## config.mk

```make
export PLATFORM = sky130hd
export DESIGN_NAME = mod_controller_events
export DESIGN_NICKNAME = d
export VERILOG_FILES = /design/src/rtl/mod_controller_events_pkg.sv /design/src/rtl/mod_controller_events_fifo.sv /design/src/rtl/mod_controller_events.sv
export SDC_FILE = /design/constraint.sdc
export NUM_CORES = 1
export LEC_CHECK = 0
export ABC_CLOCK_PERIOD_IN_PS = 7800
export CAP_MARGIN = 40
export CORE_MARGIN = 2
export CORE_UTILIZATION = 50
export CTS_BUF_LIST = sky130_fd_sc_hd__clkbuf_8
export DETAILED_ROUTE_END_ITERATION = 8
export PLACE_DENSITY = 0.68
export SLEW_MARGIN = 20
export SYNTH_ARGS = -nofsm -noshare
export SYNTH_HDL_FRONTEND = slang
export SYNTH_SLANG_ARGS = --single-unit
```

## constraint.sdc

```tcl
create_clock -name in_clk_12_mhz -period 7.8 [get_ports in_clk_12_mhz]
set_clock_uncertainty 0.15 [all_clocks]
set_input_delay 0.78 -clock in_clk_12_mhz [delete_from_list [all_inputs] [get_ports in_clk_12_mhz]]
set_output_delay 0.78 -clock in_clk_12_mhz [all_outputs]
set_load 0.02 [all_outputs]
```

## src/rtl/mod_controller_events_pkg.sv

```systemverilog
// mod_controller_events_pkg
//   Shared definitions for the controller event block.
//   - Event word layout: [2:0] button index, [3] release flag, [4] repeat flag.
//   - NES button indices, in the bit order the controller reader produces.
//   - Scan FSM state type and a helper that packs an event word.
package mod_controller_events_pkg;

    // Event word fields
    localparam int EVT_IDX_LSB     = 0;
    localparam int EVT_IDX_W       = 3;
    localparam int EVT_RELEASE_BIT = 3;
    localparam int EVT_REPEAT_BIT  = 4;
    localparam int EVT_W           = 5;

    localparam int NUM_BUTTONS     = 8;

    // NES button indices (controller reader shift order)
    localparam int BTN_A           = 0;
    localparam int BTN_B           = 1;
    localparam int BTN_SELECT      = 2;
    localparam int BTN_START       = 3;
    localparam int BTN_UP          = 4;
    localparam int BTN_DOWN        = 5;
    localparam int BTN_LEFT        = 6;
    localparam int BTN_RIGHT       = 7;

    typedef enum logic {
        ST_IDLE = 1'b0,
        ST_SCAN = 1'b1
    } scan_state_t;

    typedef enum logic [1:0] {
        EVT_PRESS   = 2'd0,
        EVT_RELEASE = 2'd1,
        EVT_REPEAT  = 2'd2
    } evt_kind_t;

    // Packs a button index and event kind into an event word.
    function automatic logic [EVT_W-1:0] make_event(
        input logic [EVT_IDX_W-1:0] idx,
        input evt_kind_t            kind
    );
        logic [EVT_W-1:0] evt;
        evt                               = '0;
        evt[EVT_IDX_LSB +: EVT_IDX_W]     = idx;
        evt[EVT_RELEASE_BIT]              = (kind == EVT_RELEASE);
        evt[EVT_REPEAT_BIT]               = (kind == EVT_REPEAT);
        return evt;
    endfunction

endpackage

```

## src/rtl/mod_controller_events_fifo.sv

```systemverilog
// mod_event_fifo
//   Parameterised synchronous FIFO with asynchronous active-high reset.
//   A push into a full FIFO is accepted when a pop happens in the same
//   cycle (the freed slot is reused on the same edge).
//   Ports:
//     clk, rst        clock, async active-high reset
//     push, push_data write request and data
//     pop             read request (ignored when empty)
//     pop_data        head entry (combinational read)
//     full, empty     occupancy flags
//     push_accepted   this cycle's push is being stored
module mod_event_fifo #(
    parameter int WIDTH = 5,
    parameter int DEPTH = 4
) (
    input  logic             clk,
    input  logic             rst,
    input  logic             push,
    input  logic [WIDTH-1:0] push_data,
    input  logic             pop,
    output logic [WIDTH-1:0] pop_data,
    output logic             full,
    output logic             empty,
    output logic             push_accepted
);

    localparam int AW = (DEPTH > 1) ? $clog2(DEPTH) : 1;

    logic [WIDTH-1:0] mem [DEPTH];
    logic [AW-1:0]    wr_ptr_reg;
    logic [AW-1:0]    rd_ptr_reg;
    logic [AW:0]      count_reg;
    logic             pop_ok;
    logic             push_ok;

    assign empty         = (count_reg == '0);
    assign full          = (count_reg == (AW+1)'(DEPTH));
    assign pop_ok        = pop && !empty;
    assign push_ok       = push && (!full || pop_ok);
    assign push_accepted = push_ok;
    assign pop_data      = mem[rd_ptr_reg];

    // Storage carries no reset; only pointers and count define contents.
    always_ff @(posedge clk) begin
        if (push_ok) begin
            mem[wr_ptr_reg] <= push_data;
        end
    end

    always_ff @(posedge clk or posedge rst) begin
        if (rst) begin
            wr_ptr_reg <= '0;
            rd_ptr_reg <= '0;
            count_reg  <= '0;
        end else begin
            if (push_ok) begin
                wr_ptr_reg <= wr_ptr_reg + AW'(1);
            end
            if (pop_ok) begin
                rd_ptr_reg <= rd_ptr_reg + AW'(1);
            end
            case ({push_ok, pop_ok})
                2'b10:   count_reg <= count_reg + (AW+1)'(1);
                2'b01:   count_reg <= count_reg - (AW+1)'(1);
                default: count_reg <= count_reg;
            endcase
        end
    end

endmodule

```

## src/rtl/mod_controller_events.sv

```systemverilog
// mod_controller_events
//   Turns the NES button vector into discrete press / release / repeat
//   events, evaluated once per video frame (falling edge of vsync), and
//   queues them for a consumer using a valid/ready handshake.
//   Ports:
//     in_clk_12_mhz       system clock
//     in_reset            async active-high reset
//     in_vsync            VGA vsync (active low), asynchronous
//     in_buttons[7:0]     raw button levels (1 = pressed), asynchronous
//     in_event_ready      consumer accepts the head event
//     out_event_valid     event queue non-empty
//     out_event_data[4:0] head event {repeat, release, idx[2:0]}
//     out_buttons_stable  button vector sampled at the last frame tick
//     out_dropped_count   events lost to a full queue, saturating at 255
module mod_controller_events
    import mod_controller_events_pkg::*;
#(
    parameter int REPEAT_DELAY_FRAMES  = 24,
    parameter int REPEAT_PERIOD_FRAMES = 6,
    parameter int FIFO_DEPTH           = 4,
    parameter int SYNC_STAGES          = 2
) (
    input  logic             in_clk_12_mhz,
    input  logic             in_reset,
    input  logic             in_vsync,
    input  logic [7:0]       in_buttons,
    input  logic             in_event_ready,
    output logic             out_event_valid,
    output logic [EVT_W-1:0] out_event_data,
    output logic [7:0]       out_buttons_stable,
    output logic [7:0]       out_dropped_count
);

    localparam logic [7:0] DELAY_LOAD  = 8'(REPEAT_DELAY_FRAMES);
    localparam logic [7:0] PERIOD_LOAD = 8'(REPEAT_PERIOD_FRAMES);

    // ------------------------------------------------------------------
    // Input synchronizers
    // ------------------------------------------------------------------
    logic [SYNC_STAGES-1:0] vsync_sync_reg;
    logic [7:0]             buttons_sync_reg [SYNC_STAGES];
    logic                   vsync_prev_reg;
    logic                   vsync_synced;
    logic [7:0]             buttons_synced;
    logic                   tick;

    always_ff @(posedge in_clk_12_mhz or posedge in_reset) begin
        if (in_reset) begin
            vsync_sync_reg      <= '0;
            buttons_sync_reg[0] <= '0;
        end else begin
            vsync_sync_reg      <= {vsync_sync_reg[SYNC_STAGES-2:0], in_vsync};
            buttons_sync_reg[0] <= in_buttons;
        end
    end

    generate
        for (genvar gi = 1; gi < SYNC_STAGES; gi++) begin : g_btn_sync
            always_ff @(posedge in_clk_12_mhz or posedge in_reset) begin
                if (in_reset) begin
                    buttons_sync_reg[gi] <= '0;
                end else begin
                    buttons_sync_reg[gi] <= buttons_sync_reg[gi-1];
                end
            end
        end
    endgenerate

    assign vsync_synced   = vsync_sync_reg[SYNC_STAGES-1];
    assign buttons_synced = buttons_sync_reg[SYNC_STAGES-1];

    // The previous-vsync flop resets to 0 so the idle-high vsync rising
    // out of reset is never mistaken for a frame start.
    always_ff @(posedge in_clk_12_mhz or posedge in_reset) begin
        if (in_reset) begin
            vsync_prev_reg <= 1'b0;
        end else begin
            vsync_prev_reg <= vsync_synced;
        end
    end

    assign tick = vsync_prev_reg && !vsync_synced;

    // ------------------------------------------------------------------
    // Scan FSM: one button per cycle after each frame tick
    // ------------------------------------------------------------------
    scan_state_t          state_reg,  state_next;
    logic [EVT_IDX_W-1:0] k_reg,      k_next;
    logic                 pending_reg, pending_next;
    logic [7:0]           pending_buttons_reg, pending_buttons_next;
    logic [7:0]           sample_reg, sample_next;
    logic [7:0]           prev_reg,   prev_next;
    logic [7:0]           stable_reg, stable_next;
    logic [7:0]           rpt_reg  [NUM_BUTTONS];
    logic [7:0]           rpt_next [NUM_BUTTONS];

    logic                 evt_push;
    logic [EVT_W-1:0]     evt_data;
    logic                 cur_level;
    logic                 old_level;

    always_ff @(posedge in_clk_12_mhz or posedge in_reset) begin
        if (in_reset) begin
            state_reg           <= ST_IDLE;
            k_reg               <= '0;
            pending_reg         <= 1'b0;
            pending_buttons_reg <= '0;
            sample_reg          <= '0;
            prev_reg            <= '0;
            stable_reg          <= '0;
            for (int i = 0; i < NUM_BUTTONS; i++) begin
                rpt_reg[i] <= '0;
            end
        end else begin
            state_reg           <= state_next;
            k_reg               <= k_next;
            pending_reg         <= pending_next;
            pending_buttons_reg <= pending_buttons_next;
            sample_reg          <= sample_next;
            prev_reg            <= prev_next;
            stable_reg          <= stable_next;
            for (int i = 0; i < NUM_BUTTONS; i++) begin
                rpt_reg[i] <= rpt_next[i];
            end
        end
    end

    assign cur_level = sample_reg[k_reg];
    assign old_level = prev_reg[k_reg];

    always_comb begin
        state_next           = state_reg;
        k_next               = k_reg;
        pending_next         = pending_reg;
        pending_buttons_next = pending_buttons_reg;
        sample_next          = sample_reg;
        prev_next            = prev_reg;
        stable_next          = stable_reg;
        for (int i = 0; i < NUM_BUTTONS; i++) begin
            rpt_next[i] = rpt_reg[i];
        end
        evt_push = 1'b0;
        evt_data = '0;

        // The visible snapshot follows every tick, including ones whose
        // scan is deferred or discarded.
        if (tick) begin
            stable_next = buttons_synced;
        end

        case (state_reg)
            ST_IDLE: begin
                if (pending_reg) begin
                    // Service the deferred frame with the buttons captured
                    // when its tick arrived; a tick landing on this same
                    // cycle becomes the new pending frame.
                    state_next   = ST_SCAN;
                    k_next       = '0;
                    sample_next  = pending_buttons_reg;
                    pending_next = tick;
                    if (tick) begin
                        pending_buttons_next = buttons_synced;
                    end
                end else if (tick) begin
                    state_next  = ST_SCAN;
                    k_next      = '0;
                    sample_next = buttons_synced;
                end
            end

            ST_SCAN: begin
                if (cur_level && !old_level) begin
                    evt_push        = 1'b1;
                    evt_data        = make_event(k_reg, EVT_PRESS);
                    rpt_next[k_reg] = DELAY_LOAD;
                end else if (!cur_level && old_level) begin
                    evt_push        = 1'b1;
                    evt_data        = make_event(k_reg, EVT_RELEASE);
                    rpt_next[k_reg] = '0;
                end else if (cur_level && old_level) begin
                    if (rpt_reg[k_reg] == 8'd1) begin
                        evt_push        = 1'b1;
                        evt_data        = make_event(k_reg, EVT_REPEAT);
                        rpt_next[k_reg] = PERIOD_LOAD;
                    end else if (rpt_reg[k_reg] > 8'd1) begin
                        rpt_next[k_reg] = rpt_reg[k_reg] - 8'd1;
                    end
                end

                if (k_reg == EVT_IDX_W'(NUM_BUTTONS - 1)) begin
                    state_next = ST_IDLE;
                    prev_next  = sample_reg;
                end else begin
                    k_next = k_reg + EVT_IDX_W'(1);
                end

                // Only one frame can wait behind the running scan.
                if (tick && !pending_reg) begin
                    pending_next         = 1'b1;
                    pending_buttons_next = buttons_synced;
                end
            end

            default: begin
                state_next = ST_IDLE;
            end
        endcase
    end

    // ------------------------------------------------------------------
    // Event queue and drop counter
    // ------------------------------------------------------------------
    logic             fifo_full;
    logic             fifo_empty;
    logic             fifo_push_accepted;
    logic             fifo_pop;
    logic [EVT_W-1:0] fifo_head;
    logic [7:0]       dropped_reg;

    assign fifo_pop = !fifo_empty && in_event_ready;

    mod_event_fifo #(
        .WIDTH (EVT_W),
        .DEPTH (FIFO_DEPTH)
    ) u_event_fifo (
        .clk           (in_clk_12_mhz),
        .rst           (in_reset),
        .push          (evt_push),
        .push_data     (evt_data),
        .pop           (fifo_pop),
        .pop_data      (fifo_head),
        .full          (fifo_full),
        .empty         (fifo_empty),
        .push_accepted (fifo_push_accepted)
    );

    always_ff @(posedge in_clk_12_mhz or posedge in_reset) begin
        if (in_reset) begin
            dropped_reg <= '0;
        end else if (evt_push && !fifo_push_accepted && (dropped_reg != 8'hFF)) begin
            dropped_reg <= dropped_reg + 8'd1;
        end
    end

    assign out_event_valid    = !fifo_empty;
    // Storage is not reset, so mask the head while nothing is queued.
    assign out_event_data     = fifo_empty ? '0 : fifo_head;
    assign out_buttons_stable = stable_reg;
    assign out_dropped_count  = dropped_reg;

endmodule

```

Word-level counts from Yosys, hierarchy flattened
Memories as Yosys holds them, arrays and structs flattened.
Cells that the tools add are included.
W data, S select, Z words.
{"block": "op_classes", "add_sub_neg": 7, "n_lt_le_gt_ge": 4, "n_eq_ne": 11, "muxes": 45, "n_bitwise": 10, "reduce_logical": 29}
{"operator": "$mux W64", "count": 5}
{"operator": "$and A48 B48 Y48", "count": 2}
{"operator": "$not A48 Y48", "count": 2}
{"operator": "$and A64 B64 Y64", "count": 1}
{"operator": "$bwmux W64", "count": 1}
{"operator": "$not A64 Y64", "count": 1}
{"operator": "$mux W8", "count": 7}
{"operator": "$or A16 B16 Y16", "count": 2}
{"operator": "$mux W5", "count": 6}
{"operator": "$bmux W8 S3", "count": 1}
{"operator": "$demux W8 S3", "count": 1}
{"operator": "$pmux W8 S2", "count": 1}
{"operator": "$mux W1", "count": 14}
{"operator": "$pmux W3 S2", "count": 2}
{"operator": "$logic_and A1 B1 Y1", "count": 11}
{"operator": "$mux W3", "count": 3}
{"operator": "$add A8 B1 Y8 const B", "count": 1}
{"operator": "$eq A8 B1 Y1 const B", "count": 1}
{"operator": "$gt A8 B1 Y1 const B", "count": 1}
{"operator": "$ne A8 B8 Y1 const B", "count": 1}
{"operator": "$sub A8 B1 Y8 const B", "count": 1}
{"operator": "$logic_not A1 Y1", "count": 7}
{"operator": "$add A3 B1 Y3 const B", "count": 2}
{"operator": "$bmux W1 S3", "count": 2}
{"operator": "21 further kinds", "count": 30}
{"block": "word_totals", "ff_bits": 135, "mem_bits_rw": 20, "input_bits": 12, "out_inout_bits": 22, "word_cells": 130, "memories": 1}
{"name": "u_event_fifo.mem", "depth": 4, "width": 5, "rd": 1, "rd_clocked_by_memory_dff": 0, "wr": 1, "line": "mod_controller_events_fifo.sv:29", "source": "logic [WIDTH-1:0] mem [DEPTH];"}

Longest topological paths before layout
Gate-level depths: netlist of the first run.
{"block": "depth", "depth_word": 14, "ltp_mapped": 20, "depth_no_buf": 15}

Hierarchy
Synthesis of the first run repeated with hierarchy kept, for this count alone.
{"block": "unflattened", "hier_cells": 583, "area_unflattened_um2": 7408.4}
{"mod": "mod_controller_events", "n_inst": 1, "cells_per_inst": 504, "area_per_inst_um2": 6155.9, "seq_area_each_um2": 3203.1}
{"mod": "mod_event_fifo", "n_inst": 1, "cells_per_inst": 79, "area_per_inst_um2": 1252.5, "seq_area_each_um2": 775.7}

Worst setup path after synthesis of the first run
OpenSTA, ideal clock, no wires.
{"block": "synth_path", "kind": "flip-flop to flip-flop", "from": "register k_reg[1]", "to": "register rpt_reg[14] (netlist name)", "setup_time_ns": 0.083, "t_arrival_ns": 4.073, "required_ns": 7.567, "slack_ns": 3.494, "stages_incl_launch_ff": 18, "n_path_buf": 5, "period_less_slack_ns": 4.306, "path_cell_list": "dfrtp_1 -> buf_2 -> buf_2 -> buf_1 -> inv_1 -> nor3_1 -> a22oi_1 -> and4_1 -> ha_1 -> clkbuf_1 -> nor2_1 -> nand2_1 -> nor3_1 -> a311oi_1 -> nand2_1 -> or3_1 -> clkbuf_1 -> o21ai_0"}
{"block": "synth_via", "elab_chain_len": 11, "elab_cells_between_ends": 36, "classes_between": "1 x add/sub; 3 x order compare; 1 x eq/ne; 15 x mux; 7 x bitwise; 9 x reduce/logical"}
{"item": "start: declaration", "line": "mod_controller_events.sv:88", "source": "logic [EVT_IDX_W-1:0] k_reg, k_next;"}
{"item": "start signal: assignment", "line": "mod_controller_events.sv:116", "source": "k_reg <= k_next;"}
{"item": "$not A3 Y4 (not written as such)"}
{"item": "$bmux W8 S3, or another cell as far along", "line": "mod_controller_events.sv:181, mod_controller_events.sv:185, mod_controller_events.sv:186"}
{"item": "$mux W8 (not written as such) or $logic_and A1 B1 Y1 (tied branches)"}
{"item": "$mux W8, on equally long branches"}
{"item": "$sub A8 B1 Y8 or $demux W8 S3 (tied branches)"}
{"item": "$bwmux W64 or $not A48 Y48 (tied branches)"}
{"item": "$mux W64 or $and A48 B48 Y48 (tied branches)"}
{"item": "$mux W64", "line": "mod_controller_events.sv:181", "source": "if (rpt_reg[k_reg] == 8'd1) begin"}
{"item": "$mux W64", "line": "mod_controller_events.sv:180", "source": "end else if (cur_level && old_level) begin"}
{"item": "$mux W64", "line": "mod_controller_events.sv:176", "source": "end else if (!cur_level && old_level) begin"}
{"item": "$mux W64", "line": "mod_controller_events.sv:172", "source": "if (cur_level && !old_level) begin"}
{"item": "end signal: indexed assignment", "line": "mod_controller_events.sv:123", "source": "rpt_reg[i] <= rpt_next[i];"}
{"item": "end: declaration", "line": "mod_controller_events.sv:94", "source": "logic [7:0] rpt_reg [NUM_BUTTONS];"}
Several ways; a longest one is shown, not always the timed one. The select of a mux whose other input is x is not followed.
A chain may end at the register's enable or synchronous reset.

Worst setup path after layout of the first run
{"block": "layout_path", "from": "register k_reg[0]", "to": "register rpt_reg[34] (netlist name)"}
{"block": "layout_via", "elab_chain_len": 11, "elab_cells_between_ends": 35, "classes_between": "1 x add/sub; 3 x order compare; 1 x eq/ne; 15 x mux; 6 x bitwise; 9 x reduce/logical"}
{"item": "$not A3 Y4 (not written as such)"}
{"item": "$bmux W8 S3, or another cell as far along", "line": "mod_controller_events.sv:181, mod_controller_events.sv:185, mod_controller_events.sv:186"}
{"item": "$mux W8 (not written as such) or $logic_and A1 B1 Y1 (tied branches)"}
{"item": "$mux W8, on equally long branches"}
{"item": "$sub A8 B1 Y8 or $demux W8 S3 (tied branches)"}
{"item": "$bwmux W64", "line": "mod_controller_events.sv:186", "source": "rpt_next[k_reg] = rpt_reg[k_reg] - 8'd1;"}
{"item": "$mux W64", "line": "mod_controller_events.sv:185", "source": "end else if (rpt_reg[k_reg] > 8'd1) begin"}
{"item": "$mux W64", "line": "mod_controller_events.sv:181"}
{"item": "$mux W64", "line": "mod_controller_events.sv:180"}
{"item": "$mux W64", "line": "mod_controller_events.sv:176"}
{"item": "$mux W64", "line": "mod_controller_events.sv:172"}
Several ways; a longest one is shown, not always the timed one. The select of a mux whose other input is x is not followed.

==> metrics.txt, run 1 <==
filler instances=roughly 1,200; pins over their slew limit=0; Initial Util=0.508; clk sinks=155; routed length on met3=approximately 1200 um; RSZ-0062 raised after global routing=no; H-tree depth=4; Core ar.=between 10,000 and 15,000 sq um; Detailed Routing Iterations Pass 1=5; Residual DRC=0; 1st-iter DRT viols=approximately 550; io pins=34; cell count after synthesis=~660; # resized after CTS=0; Seq/Total Area, Yosys=0.543; WL/cell=slightly below 20 um; clock buffer depth=2; Hold Path Class=reg2reg; Yosys cell types=59; Setup TNS=0 ps; clk root buf=clkbuf_8; routed vias/inst=approximately 6.1; Setup Crit Path Kind=reg2reg; FFs w/ async S/R, synth=0.871; hpwl dp=~12,000 um; GRT Total Usage=0.234; fin cells=about 890; syn nets=685; largest net degree at the start of global routing=62; initial antenna violation count=0; Antenna Cells=0; GP Congestion=approximately 0.95; setup bufs post-CTS=0; global-route wire length before repair=28,800 um; Hold Crit Depth=0; max reg flops=64; Synth Area per Inst=11.1 sq um; final setup vio count=0; gr ovfl total=0; WP data arrival=approximately 5500 ps; max-capacitance violation count=0; worst slew pin tran=951 ps; Detail Route Antenna Nets=0; CTS Buf Count=17; width of the die=roughly 130 um; CP max FO=16; max_slew headroom=0.364; Post-synth EDFFs=20; Startpoint Class=flip-flop; M1 WL=about 7300 um; Die Area=15,700 sq um; yosys warns=0; Yosys reg bits=between 150 and 200; num rows=44; clk_lat worst skew=approximately 470 ps; ys flop type=dfrtp_1; share of cells above drive strength 1=0.151; fin crit share=0.677; CP required=8010 ps; nets=just over 700; Tmin final=5280 ps; CP endpoint kind=flip-flop; final WL=approximately 17,000 um; placed cells=roughly 850; DR top layer=met4; port bufs=33; met2 WL=between 8000 and 9000 um; Final Hold Fails=0; Clk pin slew, worst setup/hold paths=around 80 ps; via count=around 5,400; fmax=0.189 GHz; R2R cell count=11; Die Ht=125 um; CTS Hold Bufs=0; Synth-to-Final Area Change=13.5%; number of global-route vias before repair=5,470; status=completed; TritonCTS clock tree=done; Netlist Area Pre-Place=7330 sq um
==> area by class of cell <==
cell class | count | area (sq um) | share of cell area
Tap cell | 184 | 230 | 0.0276
Sequential cell | 155 | 3980 | 0.478
Timing Repair Buffer | 50 | 507 | 0.0609
Clock inverter | 12 | 139 | 0.0167
Inverter | 18 | 72.6 | 0.00872
Clock buffer | 18 | 248 | 0.0298
Multi-Input combinational cell | 450 | 3150 | 0.379
==> synth_stat cells, types with 14 or more instances <==
library cell  number  area, sq um
a21oi_1           41          205
clkbuf_1          21         78.8
dfrtp_1          135         3380
edfxtp_1          20          601
ha_1              14          175
inv_1             16         60.1
mux2_2            35          394
mux2i_1           22          220
nand2_1           75          282
nor2_1            37          139
o21ai_0           62          310
==> cells in the final DEF (no fill, tap or decap), types with 14 or more instances in the layout <==
cell type and instances:
nor2_1 37, ha_1 14, clkbuf_8 18, a21oi_1 41
o21ai_0 61, dfrtp_1 135, clkdlybuf4s50_1 33, inv_1 16
edfxtp_1 20, nand2_1 75, mux2_2 35, mux2i_1 22
==> per-layer routing <==
metal / vias up / track usage
met5: - / 0
met4: 0 / 0.110
met3: 65 / 0.0565
met2: 239 / 0.363
met1: 2669 / 0.313
li1: 2430 / -
==> worst max-delay path, stage by stage (launching register included) <==
cell	delay [ps]
dfrtp_1	830
clkinv_1	430
nor2_1	830
a22oi_1	210
and4_1	250
ha_1	270
nor2_1	630
nand2_1	300
a31oi_1	490
buf_4	250
o21ai_0	210
a22o_1	320
==> path summary, 6_finish.rpt <==
kind | start | to | slack (ps)
max in group asynchronous | in_reset | out_dropped_count[5]$_DFFE_PP0P_ | 5890
hold / removal | buttons_sync_reg[15]$_DFF_PP0_ | buttons_synced[7]$_DFF_PP0_ | 200
setup reg to reg | k_reg[0]$_DFFE_PP0P_ | rpt_reg[34]$_DFFE_PP0P_ | 2520
hold reg to reg | buttons_sync_reg[15]$_DFF_PP0_ | buttons_synced[7]$_DFF_PP0_ | 200
setup / recovery | k_reg[0]$_DFFE_PP0P_ | rpt_reg[34]$_DFFE_PP0P_ | 2520
min in group asynchronous | in_reset | rpt_reg[49]$_DFFE_PP0P_ | 580
==> per-stage QoR <==
step / utilization / worst slack (ps) / hold slack [ps] / cell area [sq um]
2_1_floorplan: - / 3260 / 181 / 7330
3_3_place_gp: 0.544 / 2330 / 182 / 7850
3_5_place_dp: 0.548 / 2150 / 186 / 7910
4_1_cts: 0.575 / 2130 / 206 / 8300
5_1_grt: 0.577 / 2250 / 212 / 8330
6_report: 0.577 / 2520 / 201 / 8330
==> logic make-up (layout without fill, tap and decap cells) <==
| logic type | after synthesis | in the layout | synth area share |
|---|---|---|---|
| and+or+nand+nor | 184 | 184 | 0.122 |
| muxes | 70 | 70 | 0.124 |
| xor gates and xnor gates | 17 | 17 | 0.0203 |
| AOI/OAI and AO/OA | 163 | 163 | 0.134 |
| DFF | 155 | 155 | 0.543 |
| buffers and inverters | 53 | 98 | 0.0300 |
| adders and majority gates | 16 | 16 | 0.0280 |
Power of run 1 is left out: the tool's default activity adds up to more than one toggle a clock period on the data nets, which glitch-free logic cannot reach.
==> inputs of run 2 (changes only) <==
ABC_CLOCK_PERIOD_IN_PS = 4600   (was 7800)
PLACE_DENSITY = 0.71   (was 0.68)
clock period = 4.6 ns   (was 7.8 ns; I/O delays follow)
==> metrics.txt, run 2 (synthesized netlist as in run 1, its figures left out) <==
R2R cell count=13; setup bufs post-CTS=0; Finished Cell Area=about 8400 sq um; Antenna Cells=0; number of global-route vias before repair=approximately 5,500; commonest non-fill, non-tap cells in the layout=134 x dfrtp_1, 75 x nand2_1, 61 x o21ai_0; final setup vio count=0; Initial Util=0.508; TritonCTS clock tree=done; clk_lat worst skew=roughly 460 ps; CP Cell Sequence=inv_2, nor3_1, a22oi_1, and4_1, ha_1, nor2_1, nand2_1, nor3_1, a311oi_4, buf_4, a211oi_1, nor2_1, o21ai_0; Worst Setup EP=rpt_reg[12]$_DFFE_PP0P_; WL/cell=around 20 um; worst slew pin tran=approximately 800 ps; CP max FO=33; num rows=44; global-route wire length before repair=29,100 um; pins over their slew limit=0; Hold Path Origin=buttons_sync_reg[13]$_DFF_PP0_; Setup Crit Path Kind=reg2reg; clk sinks=approximately 160; most common cell after layout, fill and taps aside=dfrtp_1; Detail Route Antenna Nets=0; CP endpoint kind=flip-flop; largest net degree at the start of global routing=70; via count=~5,500; max-capacitance violation count=0; max_slew headroom=0.464; share of cells above drive strength 1=0.163; gr ovfl total=0; fin crit share=0.924; Residual DRC=0; Hold Path Class=reg2reg; 1st-iter DRT viols=around 500; filler instances=roughly 1,200; Die Ht=between 100 and 150 um; CP required=just under 5000 ps; clk root buf=clkbuf_8; slowest stage delay, CP=approximately 750 ps; hpwl dp=12,500 um; Clk pin slew, worst setup/hold paths=around 90 ps; Core ar.=14,400 sq um; Detailed Routing Iterations Pass 1=6; Die Area=roughly 16,000 sq um; WP data arrival=about 4500 ps; worst reg2reg endpoint=rpt_reg[12]$_DFFE_PP0P_; nets=roughly 730; Startpoint Class=flip-flop; crit path from=k_reg[2]$_DFFE_PP0P_; port bufs=33; routed vias/inst=a little over 6; H-tree depth=4; width of the die=125 um; status=completed; Tmin final=4250 ps; worst flop-to-flop path startpoint=k_reg[2]$_DFFE_PP0P_; Setup TNS=0 ps; slowest cell on the critical path=dfrtp_1; GRT Total Usage=0.237; Cell Area, Placed=7980 sq um; fmax=around 0.24 GHz; Final Hold Fails=0; r2r setup slk=350 ps; RSZ-0062 raised after global routing=no; final WL=between 15,000 and 20,000 um; io pins=34; CTS Hold Bufs=0; Synth-to-Final Area Change=14.3%; GP Congestion=approximately 0.95; clock buffer depth=2; initial antenna violation count=0; max reg flops=64; CTS Buf Count=17
==> run 2: how the worst min path moves through the flow <==
stage                                             end  slack [ps]  cells after the start
final                     buttons_synced[5]$_DFF_PP0_         200                      0
after global routing      buttons_synced[2]$_DFF_PP0_         210                      0
after CTS                 buttons_synced[5]$_DFF_PP0_         200                      0
after detailed placement  buttons_synced[5]$_DFF_PP0_         180                      0
after global placement    buttons_synced[3]$_DFF_PP0_         180                      0
after floorplan           buttons_synced[0]$_DFF_PP0_         180                      0
==> run 2: timing repair <==
action                                  CTS  global route
resized for setup                         0             1
hold endpoints to repair                  0             0
endpoints found under the setup margin    0             2
==> run 2: final cells by class <==
type | instances | area, sq um | share of cell area
flip-flops and latches | 155 | 3980 | 0.475
multi-input cells | 450 | 3150 | 0.376
repair buffers | 58 | 546 | 0.0651
well taps | 184 | 230 | 0.0275
clock inverters | 14 | 155 | 0.0185
inverters | 18 | 72.6 | 0.00866
clock buffers | 18 | 248 | 0.0296
==> run 2: routing by layer <==
layer | global-route usage | vias up | routed length (um)
met4 | 0.112 | 0 | 704
met1 | 0.320 | 2730 | 7540
met3 | 0.0561 | 60 | 1190
li1 | - | 2453 | -
met2 | 0.364 | 241 | 8220
met5 | 0 | - | 0
==> run 2: worst max-delay path, delay by kind of cell (launching register included) <==
| family | cells | cell delay [ps] |
|---|---|---|
| flops | 1 | 750 |
| buf+inv | 2 | 550 |
| fa+ha+maj | 1 | 410 |
| compound gates | 4 | 1060 |
| simple gates | 6 | 1210 |
==> run 2: metrics by stage <==
stage                util  hold WS [ps]  instances  setup slack (ps)
detailed placement  0.553           185        865               336
finish              0.581           198        897               351
global placement    0.550           181        861               489
global route        0.581           212        897              58.1
floorplan               -           181        658               294
CTS                 0.581           202        897               318
Power of run 2 is left out for the same reason.
==> RTL edit, RTL diff (settings of run 1) <==
Put one more register stage on the output `out_dropped_count`, with the module's reset. The value now appears one clock later. The other outputs are not delayed to match.
--- a/src/rtl/mod_controller_events.sv
+++ b/src/rtl/mod_controller_events.sv
@@ -246,7 +246,13 @@
     // Storage is not reset, so mask the head while nothing is queued.
     assign out_event_data     = fifo_empty ? '0 : fifo_head;
     assign out_buttons_stable = stable_reg;
-    assign out_dropped_count  = dropped_reg;
+    always_ff @(posedge in_clk_12_mhz or posedge in_reset) begin
+        if (in_reset) begin
+            out_dropped_count <= '0;
+        end else begin
+            out_dropped_count <= dropped_reg;
+        end
+    end
 
 endmodule
 
Formal check against the unedited RTL: not equivalent (Yosys sat finds a counterexample within 10 cycles, from zero or initial values and one cycle with in_reset high).
==> RTL edit against run 1 <==
  * Synthesized area rose by 1.2%
  * First-iteration DRC count fell by 16%
  * Sequential cell count rose by 8
  * Count of clock-buffer cells in the layout did not move
  * Setup slack improved by 0.45 ns
  * Highest routed layer unchanged
  * Utilization fell by 0.76 points
  * Non-clock buffer count fell by 8
  * Sequential share of layout area rose by 2.7 points
  * Routed wire length fell by 4.1%
  * Final area fell by 0.57%
Power is left out: the tool's default activity adds up to more than one toggle a clock period on the data nets, which glitch-free logic cannot reach.
==> RTL edit: results (changes against run 1) <==
layout:
  nNetsFinal: 671  # -6.7%
  final_cells: 841  # -5.2%
  largest_register_ffs: 64  # unchanged
  drive_gt1_frac: 0.1431  # -0.007708
  nFillCells: 1194  # -0.91%
  antennaDiodeCount: 0  # unchanged
synthesis:
  synthMuxAreaShare: 0.1248  # +0.001090
  ys_async_sr_fraction: 0.8773  # +0.006333
  synth_commonest_cells: "dfrtp_1, nand2_1, o21ai_0"
  ys_types: 65  # +10%
  synth-xor-area-share: 0.01653  # -0.003778
  synth_compound_area_frac: 0.1239  # -0.009649
  syn_inst: 610  # -7.3%
  synth_edf_count: 20  # unchanged
  seq_area_frac_synth: 0.5632  # +0.02067
  synth_warnings: 0  # unchanged
  syn_nets: 637  # -7.0%
  ys.flop_type: "dfrtp_1"
  synth_adder_area_share: 0.02766  # -0.0003256
  synth_area_leaders: "dfrtp_1, edfxtp_1, mux2_2, nand2_1, mux4_2"
route:
  drt_iter0_markers: 465  # -16%
  first_pass_iters: 7  # +2
  viasPerCell: 6.051  # -0.66%
  wl_mm: 16.68  # -4.1%
worst_setup_path:
  crit_fanout: 20  # +4
  slowest_stage: "dfrtp_1"
  critPathArrivalTime_ns: 5.04  # -0.45 ns
  cp_top_family: "compound AO/OA/AOI/OAI gates"
  cpPeakStageDelay_ns: 0.73  # -0.10 ns
clock_tree:
  numCtsBuffers: 17  # unchanged
  htree_levels: 4  # unchanged
  clock_latency_ns: 0.47  # about the same
  cts.path.max_buffers: 2  # unchanged
  ctsResizeCount: 0  # unchanged
  cts_setup_buffers: 0  # unchanged
  clkTransAtPathRegs_ns: 0.09
  clockRootBuffer: "clkbuf_8"
hold_path:
  hp-class: "reg2reg"
global_routing:
  antenna_found_initial: 0  # unchanged
  grt_pass1_vias: 4957  # -9.4%
  grt_util_all_layers: 0.2209  # -0.01297
  grt_pass1_wl_mm: 26.96  # -6.3%
  grt_max_degree: 91  # +47%
placement:
  dp_hpwl_mm: 11.57  # -6.6%
  gp_congestion: 0.9568  # +0.44%
  port_buffers: 33  # unchanged
  placed_cells: 807  # -5.5%
sta:
  hold_viol: 0  # unchanged
  maxSlewViolCount: 0  # unchanged
  slew_headroom: 0.4162  # +0.05254
floorplan:
  die-area_um2: 15830  # +1.1%
status:
  status: "finished clean"
## RTL edit: layout make-up
type                            count  area, um2  share of cell area
Clock inverter                     14      107.6             0.01300
Timing Repair Buffer               42      416.7             0.05032
Inverter                           18      72.57            0.008765
Clock buffer                       18      247.7             0.02992
Tap cell                          184      230.2             0.02781
Multi-Input combinational cell    402       3025              0.3654
Sequential cell                   163       4179              0.5048
## RTL edit: cell families after synthesis
kind of cell | count (synthesis)
adders and majority gates | 16
muxes | 63
AOI/OAI and AO/OA | 132
buffers and inverters | 45
and+or+nand+nor | 177
xor gates and xnor gates | 14
DFF | 163
## RTL edit: per-stage QoR
step	hold WS (ns)	worst slack (ns)	utilization	instance area (um2)
after floorplan	0.1812	3.032	-	7420
after global placement	0.1828	3.048	0.5408	7860
after detailed placement	0.1855	3.066	0.5430	7891
after CTS	0.2066	3.065	0.5674	8247
after global routing	0.2179	2.704	0.5696	8279
final	0.2043	2.974	0.5696	8279
## RTL edit: path summary, 6_finish.rpt
check	start	to	slack [ns]	depth (start not counted)
max in group asynchronous	in_reset	dropped_reg[3]$_DFFE_PP0P_	5.72	4
worst min-delay path	buttons_sync_reg[9]$_DFF_PP0_	buttons_synced[1]$_DFF_PP0_	0.20	0
worst max register to register	k_reg[2]$_DFFE_PP0P_	rpt_reg[28]$_DFFE_PP0P_	2.97	12
worst max-delay path	k_reg[2]$_DFFE_PP0P_	rpt_reg[28]$_DFFE_PP0P_	2.97	12
worst min register to register	buttons_sync_reg[9]$_DFF_PP0_	buttons_synced[1]$_DFF_PP0_	0.20	0
min in group asynchronous	in_reset	rpt_reg[9]$_DFFE_PP0P_	0.48	2
## RTL edit: layer usage
layer	vias up	track usage	wire, um
met1	2555	0.3044	7400
li1	2282	-	-
met2	207	0.3281	7658
met3	45	0.05990	1072
met4	0	0.1060	550
met5	-	0	0
